### config.mk
export PLATFORM = sky130hd
export DESIGN_NAME = note_dispenser
export DESIGN_NICKNAME = d
export VERILOG_FILES = /design/src/rtl/note_dispenser.sv
export SDC_FILE = /design/constraint.sdc
export NUM_CORES = 1
export LEC_CHECK = 0
export BUFFER_PORTS_ARGS = -buffer_cell sky130_fd_sc_hd__buf_2
export CAP_MARGIN = 20
export CORE_ASPECT_RATIO = 1.75
export CORE_MARGIN = 3
export CORE_UTILIZATION = 54
export CTS_CLUSTER_DIAMETER = 30
export DETAILED_ROUTE_END_ITERATION = 7
export PLACE_DENSITY_LB_ADDON = 0.08
export SLEW_MARGIN = 20
export SYNTH_ARGS = -nofsm -noshare
export SYNTH_HDL_FRONTEND = slang
export SYNTH_SLANG_ARGS = --single-unit
### constraint.sdc
create_clock -name clk -period 3.09 [get_ports clk]
set_input_delay 0.618 -clock clk [delete_from_list [all_inputs] [get_ports clk]]
set_output_delay 0.618 -clock clk [all_outputs]
set_load 0.02 [all_outputs]
### src/rtl/note_dispenser.sv
// Note dispenser: turns a requested amount into one pulse per 5000, 2000 and 1000 note.
// A greedy plan runs first, one subtraction per cycle, limited by the latched stock counts.
// The planned notes are then emitted 5000s first, then 2000s, then 1000s.
//
// Optional feature: define DISPENSE_ABORT_EN to add the `abort` input. An abort during
// PLAN, EMIT_HI or EMIT_LO ends the request through ERR. Notes already emitted stay counted.
//
// Ports:
//   clk, rst          rising-edge clock; asynchronous active-low reset
//   start             request strobe, sampled only in IDLE
//   abort             (DISPENSE_ABORT_EN only) cancels the running request
//   amount            requested value, latched on an accepted start
//   stock_5000/2000/1000  available notes, latched on an accepted start
//   pulse5000/2000/1000   note pulses, PULSE_HI cycles high with PULSE_LO cycles low between
//   n_5000/2000/1000  notes emitted in the current or last request
//   busy              high in every state except IDLE
//   done / error      one-cycle completion / failure pulses
module note_dispenser #(
  parameter int unsigned PULSE_HI = 2,
  parameter int unsigned PULSE_LO = 2
) (
  input  logic        clk,
  input  logic        rst,
  input  logic        start,
`ifdef DISPENSE_ABORT_EN
  input  logic        abort,
`endif
  input  logic [18:0] amount,
  input  logic [6:0]  stock_5000,
  input  logic [7:0]  stock_2000,
  input  logic [8:0]  stock_1000,
  output logic        pulse5000,
  output logic        pulse2000,
  output logic        pulse1000,
  output logic [6:0]  n_5000,
  output logic [7:0]  n_2000,
  output logic [8:0]  n_1000,
  output logic        busy,
  output logic        done,
  output logic        error
);

  localparam int unsigned CntMax = (PULSE_HI > PULSE_LO) ? PULSE_HI : PULSE_LO;
  localparam int unsigned CntW   = (CntMax > 1) ? $clog2(CntMax) : 1;
  localparam logic [CntW-1:0] HiLast = CntW'(PULSE_HI - 1);
  localparam logic [CntW-1:0] LoLast = CntW'(PULSE_LO - 1);

  typedef enum logic [2:0] {StIdle, StPlan, StEmitHi, StEmitLo, StFin, StErr} state_e;

  state_e          state_q, state_d;
  logic [18:0]     rem_q, rem_d;
  logic [6:0]      s5_q, s5_d, p5_q, p5_d, n5_q, n5_d;
  logic [7:0]      s2_q, s2_d, p2_q, p2_d, n2_q, n2_d;
  logic [8:0]      s1_q, s1_d, p1_q, p1_d, n1_q, n1_d;
  logic [CntW-1:0] cnt_q, cnt_d;
  logic            p5k_q, p2k_q, p1k_q, p5k_d, p2k_d, p1k_d;
  logic            busy_q, busy_d, done_q, done_d, error_q, error_d;

  // Denomination being emitted: first nonzero plan count, largest note first.
  logic sel5, sel2, any_p;
  assign sel5  = (p5_q != '0);
  assign sel2  = (p5_q == '0) && (p2_q != '0);
  assign any_p = (p5_q != '0) || (p2_q != '0) || (p1_q != '0);

  always_comb begin
    state_d = state_q;
    rem_d   = rem_q;
    s5_d    = s5_q;
    s2_d    = s2_q;
    s1_d    = s1_q;
    p5_d    = p5_q;
    p2_d    = p2_q;
    p1_d    = p1_q;
    n5_d    = n5_q;
    n2_d    = n2_q;
    n1_d    = n1_q;
    cnt_d   = cnt_q;

    case (state_q)
      StIdle: begin
        if (start) begin
          rem_d   = amount;
          s5_d    = stock_5000;
          s2_d    = stock_2000;
          s1_d    = stock_1000;
          p5_d    = '0;
          p2_d    = '0;
          p1_d    = '0;
          n5_d    = '0;
          n2_d    = '0;
          n1_d    = '0;
          state_d = StPlan;
        end
      end
      StPlan: begin
        // Each compare guards its subtraction, so rem never underflows.
        if (rem_q >= 19'd5000 && p5_q < s5_q) begin
          rem_d = rem_q - 19'd5000;
          p5_d  = p5_q + 7'd1;
        end else if (rem_q >= 19'd2000 && p2_q < s2_q) begin
          rem_d = rem_q - 19'd2000;
          p2_d  = p2_q + 8'd1;
        end else if (rem_q >= 19'd1000 && p1_q < s1_q) begin
          rem_d = rem_q - 19'd1000;
          p1_d  = p1_q + 9'd1;
        end else if (rem_q == '0) begin
          cnt_d   = '0;
          state_d = any_p ? StEmitHi : StFin;
        end else begin
          state_d = StErr;
        end
      end
      StEmitHi: begin
        if (cnt_q == '0) begin
          if (sel5)      n5_d = n5_q + 7'd1;
          else if (sel2) n2_d = n2_q + 8'd1;
          else           n1_d = n1_q + 9'd1;
        end
        if (cnt_q == HiLast) begin
          if (sel5)      p5_d = p5_q - 7'd1;
          else if (sel2) p2_d = p2_q - 8'd1;
          else           p1_d = p1_q - 9'd1;
          cnt_d   = '0;
          state_d = StEmitLo;
        end else begin
          cnt_d = cnt_q + CntW'(1);
        end
      end
      StEmitLo: begin
        if (cnt_q == LoLast) begin
          cnt_d   = '0;
          state_d = any_p ? StEmitHi : StFin;
        end else begin
          cnt_d = cnt_q + CntW'(1);
        end
      end
      StFin:   state_d = StIdle;
      StErr:   state_d = StIdle;
      default: state_d = StIdle;
    endcase

`ifdef DISPENSE_ABORT_EN
    // Abort wins over this cycle's work; only notes already counted are kept.
    if (abort && (state_q == StPlan || state_q == StEmitHi || state_q == StEmitLo)) begin
      state_d = StErr;
      rem_d   = rem_q;
      p5_d    = p5_q;
      p2_d    = p2_q;
      p1_d    = p1_q;
      n5_d    = n5_q;
      n2_d    = n2_q;
      n1_d    = n1_q;
      cnt_d   = '0;
    end
`endif

    // Outputs are registered from the next state so they line up with it.
    busy_d  = (state_d != StIdle);
    done_d  = (state_d == StFin);
    error_d = (state_d == StErr);
    p5k_d   = (state_d == StEmitHi) && (p5_d != '0);
    p2k_d   = (state_d == StEmitHi) && (p5_d == '0) && (p2_d != '0);
    p1k_d   = (state_d == StEmitHi) && (p5_d == '0) && (p2_d == '0) && (p1_d != '0);
  end

  always_ff @(posedge clk or negedge rst) begin
    if (!rst) begin
      state_q <= StIdle;
      rem_q   <= '0;
      s5_q    <= '0;
      s2_q    <= '0;
      s1_q    <= '0;
      p5_q    <= '0;
      p2_q    <= '0;
      p1_q    <= '0;
      n5_q    <= '0;
      n2_q    <= '0;
      n1_q    <= '0;
      cnt_q   <= '0;
      p5k_q   <= 1'b0;
      p2k_q   <= 1'b0;
      p1k_q   <= 1'b0;
      busy_q  <= 1'b0;
      done_q  <= 1'b0;
      error_q <= 1'b0;
    end else begin
      state_q <= state_d;
      rem_q   <= rem_d;
      s5_q    <= s5_d;
      s2_q    <= s2_d;
      s1_q    <= s1_d;
      p5_q    <= p5_d;
      p2_q    <= p2_d;
      p1_q    <= p1_d;
      n5_q    <= n5_d;
      n2_q    <= n2_d;
      n1_q    <= n1_d;
      cnt_q   <= cnt_d;
      p5k_q   <= p5k_d;
      p2k_q   <= p2k_d;
      p1k_q   <= p1k_d;
      busy_q  <= busy_d;
      done_q  <= done_d;
      error_q <= error_d;
    end
  end

  assign pulse5000 = p5k_q;
  assign pulse2000 = p2k_q;
  assign pulse1000 = p1k_q;
  assign n_5000    = n5_q;
  assign n_2000    = n2_q;
  assign n_1000    = n1_q;
  assign busy      = busy_q;
  assign done      = done_q;
  assign error     = error_q;

endmodule

==> run metrics <==
Top FF cell, synth=dfrtp_1; Pwr Density=1060 nW/um^2; aggregate global routing overflow=0; chip height=about 150 um; nets@finish=1,066; CP Class=flip-flop to flip-flop; status=finished, violations left; ant diodes=0; number of top-level pins=76; Routed WL per cell=roughly 19 um; initial antenna violation count=0; routability congestion estimate=slightly above 1; vias per cell=roughly 6.0; CTS Buf Count=9; Worst Path Arrival=about 3.4 ns; Die Span X=between 90 and 100 um; # Max-Cap Violations=0; Max-slew headroom=between 50% and 60%; Clock Tree Root=clkbuf_16; Async SR Flop Fraction=between 90% and 100%; share of layout cells above drive strength 1=a little over a quarter; Final Max Tran Viols=0; clock sink count=~100; Worst Tran Pin Value=0.6768 ns; port bufs=75; Worst-Skew Late Latency=approximately 0.36 ns; Startpoint Class=flip-flop; htree depth=3; CTS tree=yes; required time of the critical path=between 3 and 4 ns; Leak Pwr=slightly above 4 nW; Hold-fix buffers, CTS=0; vias in the first global route=between 7,000 and 8,000; RSZ-0062 raised after global routing=true; worst r2r dst=pulse2000; r2r startpoint=s5_q[4]; Setup-failing EPs final=2; Area growth, synth to finish=28.23%; Std-Cell Rows=53; global-route usage over all layers=approximately a third; global-route wire length before repair=~35,000 um; drc violations=0; largest fanout on the critical path=4; DRT iter0 DRCs=383; Detail Placement HPWL=approximately 17,000 um; Period minus WS final=between 3 and 4 ns; Final TNS setup=-0.1686 ns; clock-pin slew on the worst setup and hold paths=approximately 0.070 ns; HP Class=primary input to asynchronous set/reset pin; failing checks=negative setup slack; Avg Cell Area, Syn=between 8 and 9 um^2; r2r worst-path depth=12; EDFF count, synth=0; post-synthesis cell area=around 6700 um^2; Final Cycle Share=103.2%; syn nets=between 800 and 900; Final Util=between 70% and 80%; skew final=~0.012 ns; R2R setup slack=-0.1 ns; VDD IR max=between 0.6 and 0.7 mV; synthesized instance count=808; Pre-antenna DRT Iters=5; Worst Slack Setup Final=-0.09877 ns; Yosys cell types=~80; antenna viol nets, final=0; fillers=roughly 990; register area share after synthesis=roughly 37%; fmax=roughly 310 MHz; crit end category=flip-flop; Yosys warning count=0; final WL=approximately 22,000 um; Placeable Area=between 10,000 and 15,000 um^2; post-synthesis register bit count=101; DIE AREA=13,920 um^2; Final Hold Vio Count=0; clk buf depth=2; Initial Util=between 50% and 60%; DR vias=6,956; largest net degree at the start of global routing=52
[cell type report]
type	count	area, um^2	share of cell area (%)
Timing Repair Buffer	206	1390	16.07
Clock inverter	5	60.06	0.6942
Sequential cell	101	2527	29.22
Multi-Input combinational cell	624	4078	47.14
Clock buffer	11	242.7	2.806
Inverter	39	146.4	1.692
Tap cell	165	206.4	2.386
[logic make-up (layout without fill, tap and decap cells)]
| group | Yosys count | count (layout) | synth area share, % |
|---|---|---|---|
| AOI/OAI and AO/OA | 227 | 227 | 21.92 |
| xor gates and xnor gates | 23 | 23 | 2.986 |
| adders and majority gates | 39 | 39 | 7.233 |
| buffers and inverters | 83 | 261 | 4.859 |
| DFF | 101 | 101 | 37.46 |
| muxes | 9 | 9 | 1.409 |
| and+or+nand+nor | 326 | 326 | 24.13 |
[synthesized netlist by cell type (12+ instances only)]
| cell | instances | area, um^2 |
|---|---|---|
| nor4_1 | 12 | 75.07 |
| a21oi_1 | 46 | 230.2 |
| inv_1 | 39 | 146.4 |
| nand3_1 | 35 | 175.2 |
| and3_1 | 17 | 106.4 |
| o21ai_0 | 73 | 365.4 |
| ha_1 | 39 | 488.0 |
| nor2_1 | 71 | 266.5 |
| clkbuf_1 | 36 | 135.1 |
| xor2_1 | 17 | 148.9 |
| o211ai_1 | 12 | 90.09 |
| a31oi_1 | 14 | 87.58 |
| nor3_1 | 21 | 105.1 |
| dfrtp_1 | 101 | 2527 |
| nand2_1 | 101 | 379.1 |
[layer usage]
| layer | global-route usage, % | wire (um) | vias up |
|---|---|---|---|
| met1 | 32.32 | 7902 | 3328 |
| met3 | 4.503 | 858 | 101 |
| met5 | 0 | 0 | - |
| met4 | 21.40 | 1441 | 0 |
| met2 | 58.90 | 11820 | 245 |
| li1 | - | - | 3282 |
[registers in the layout, indices dropped and copies added (netlist names), 8 cells and up]
register  flops
n_1000        9
n_2000        8
p1_q          9
p2_q          8
rem_q        19
s1_q          9
s2_q          8
[power by group]
part           switching (mW)  internal (mW)
Sequential              0.347           1.76
Combinational            3.28           2.60
Clock                   0.526          0.653
Total                    4.16           5.01
[how the worst max path moves through the flow]
| stage | from | end | slack [ns] | cells past startpoint |
|---|---|---|---|---|
| 3_3_place_gp | rem_q[4] | pulse1000 | -0.14 | 12 |
| 5_1_grt | s5_q[4] | pulse2000 | -0.18 | 12 |
| 6_report | s5_q[4] | pulse2000 | -0.1 | 12 |
| 4_1_cts | s5_q[4] | pulse2000 | -0.05 | 11 |
| 3_5_place_dp | rem_q[4] | pulse1000 | -0.25 | 12 |
| 2_1_floorplan | rem_q[3] | pulse2000 | -0.13 | 12 |
[timing repair]
| action | 4_1_cts | 5_1_grt |
|---|---|---|
| pin swaps | 6 | 5 |
| gates cloned | 0 | 0 |
| setup buffers | 7 | 2 |
| endpoints found under the setup margin | 2 | 8 |
| gates resized for setup | 15 | 20 |
[worst max-delay path, cell delays in order, from the launching register on]
cell and delay (ns):
dfrtp_1 0.38, inv_2 0.08, ha_4 0.20, a211o_1 0.25
o211ai_1 0.13, o311a_1 0.34, buf_4 0.20, a21oi_1 0.09
mux2i_1 0.16, o2bb2ai_1 0.09, or4_1 0.51, or4b_4 0.50
nor2b_1 0.15
[per-stage QoR]
| stage | power, mW | hold slack, ns | cell area (um^2) | instances | worst slack, ns |
|---|---|---|---|---|---|
| after detailed placement | 7.505 | 0.4745 | 8105 | 1126 | -0.2496 |
| after global routing | 9.781 | 0.3422 | 8651 | 1151 | -0.1817 |
| after floorplan | 5.131 | 0.3224 | 6758 | 808 | -0.1299 |
| final | 9.172 | 0.2877 | 8651 | 1151 | -0.09877 |
| after CTS | 8.897 | 0.3105 | 8529 | 1149 | -0.05277 |
| after global placement | 7.297 | 0.4616 | 8105 | 1126 | -0.1440 |
[cells in the final DEF (no fill, tap or decap), types with 19 or more instances in the layout]
cell type,n
buf_4,129
dfrtp_1,101
nand2_1,100
buf_2,74
nor2_1,70
o21ai_0,70
a21oi_1,45
inv_1,37
ha_1,37
nand3_1,35
nor3_1,19
No activity file was read; power rests on OpenSTA's default activity.
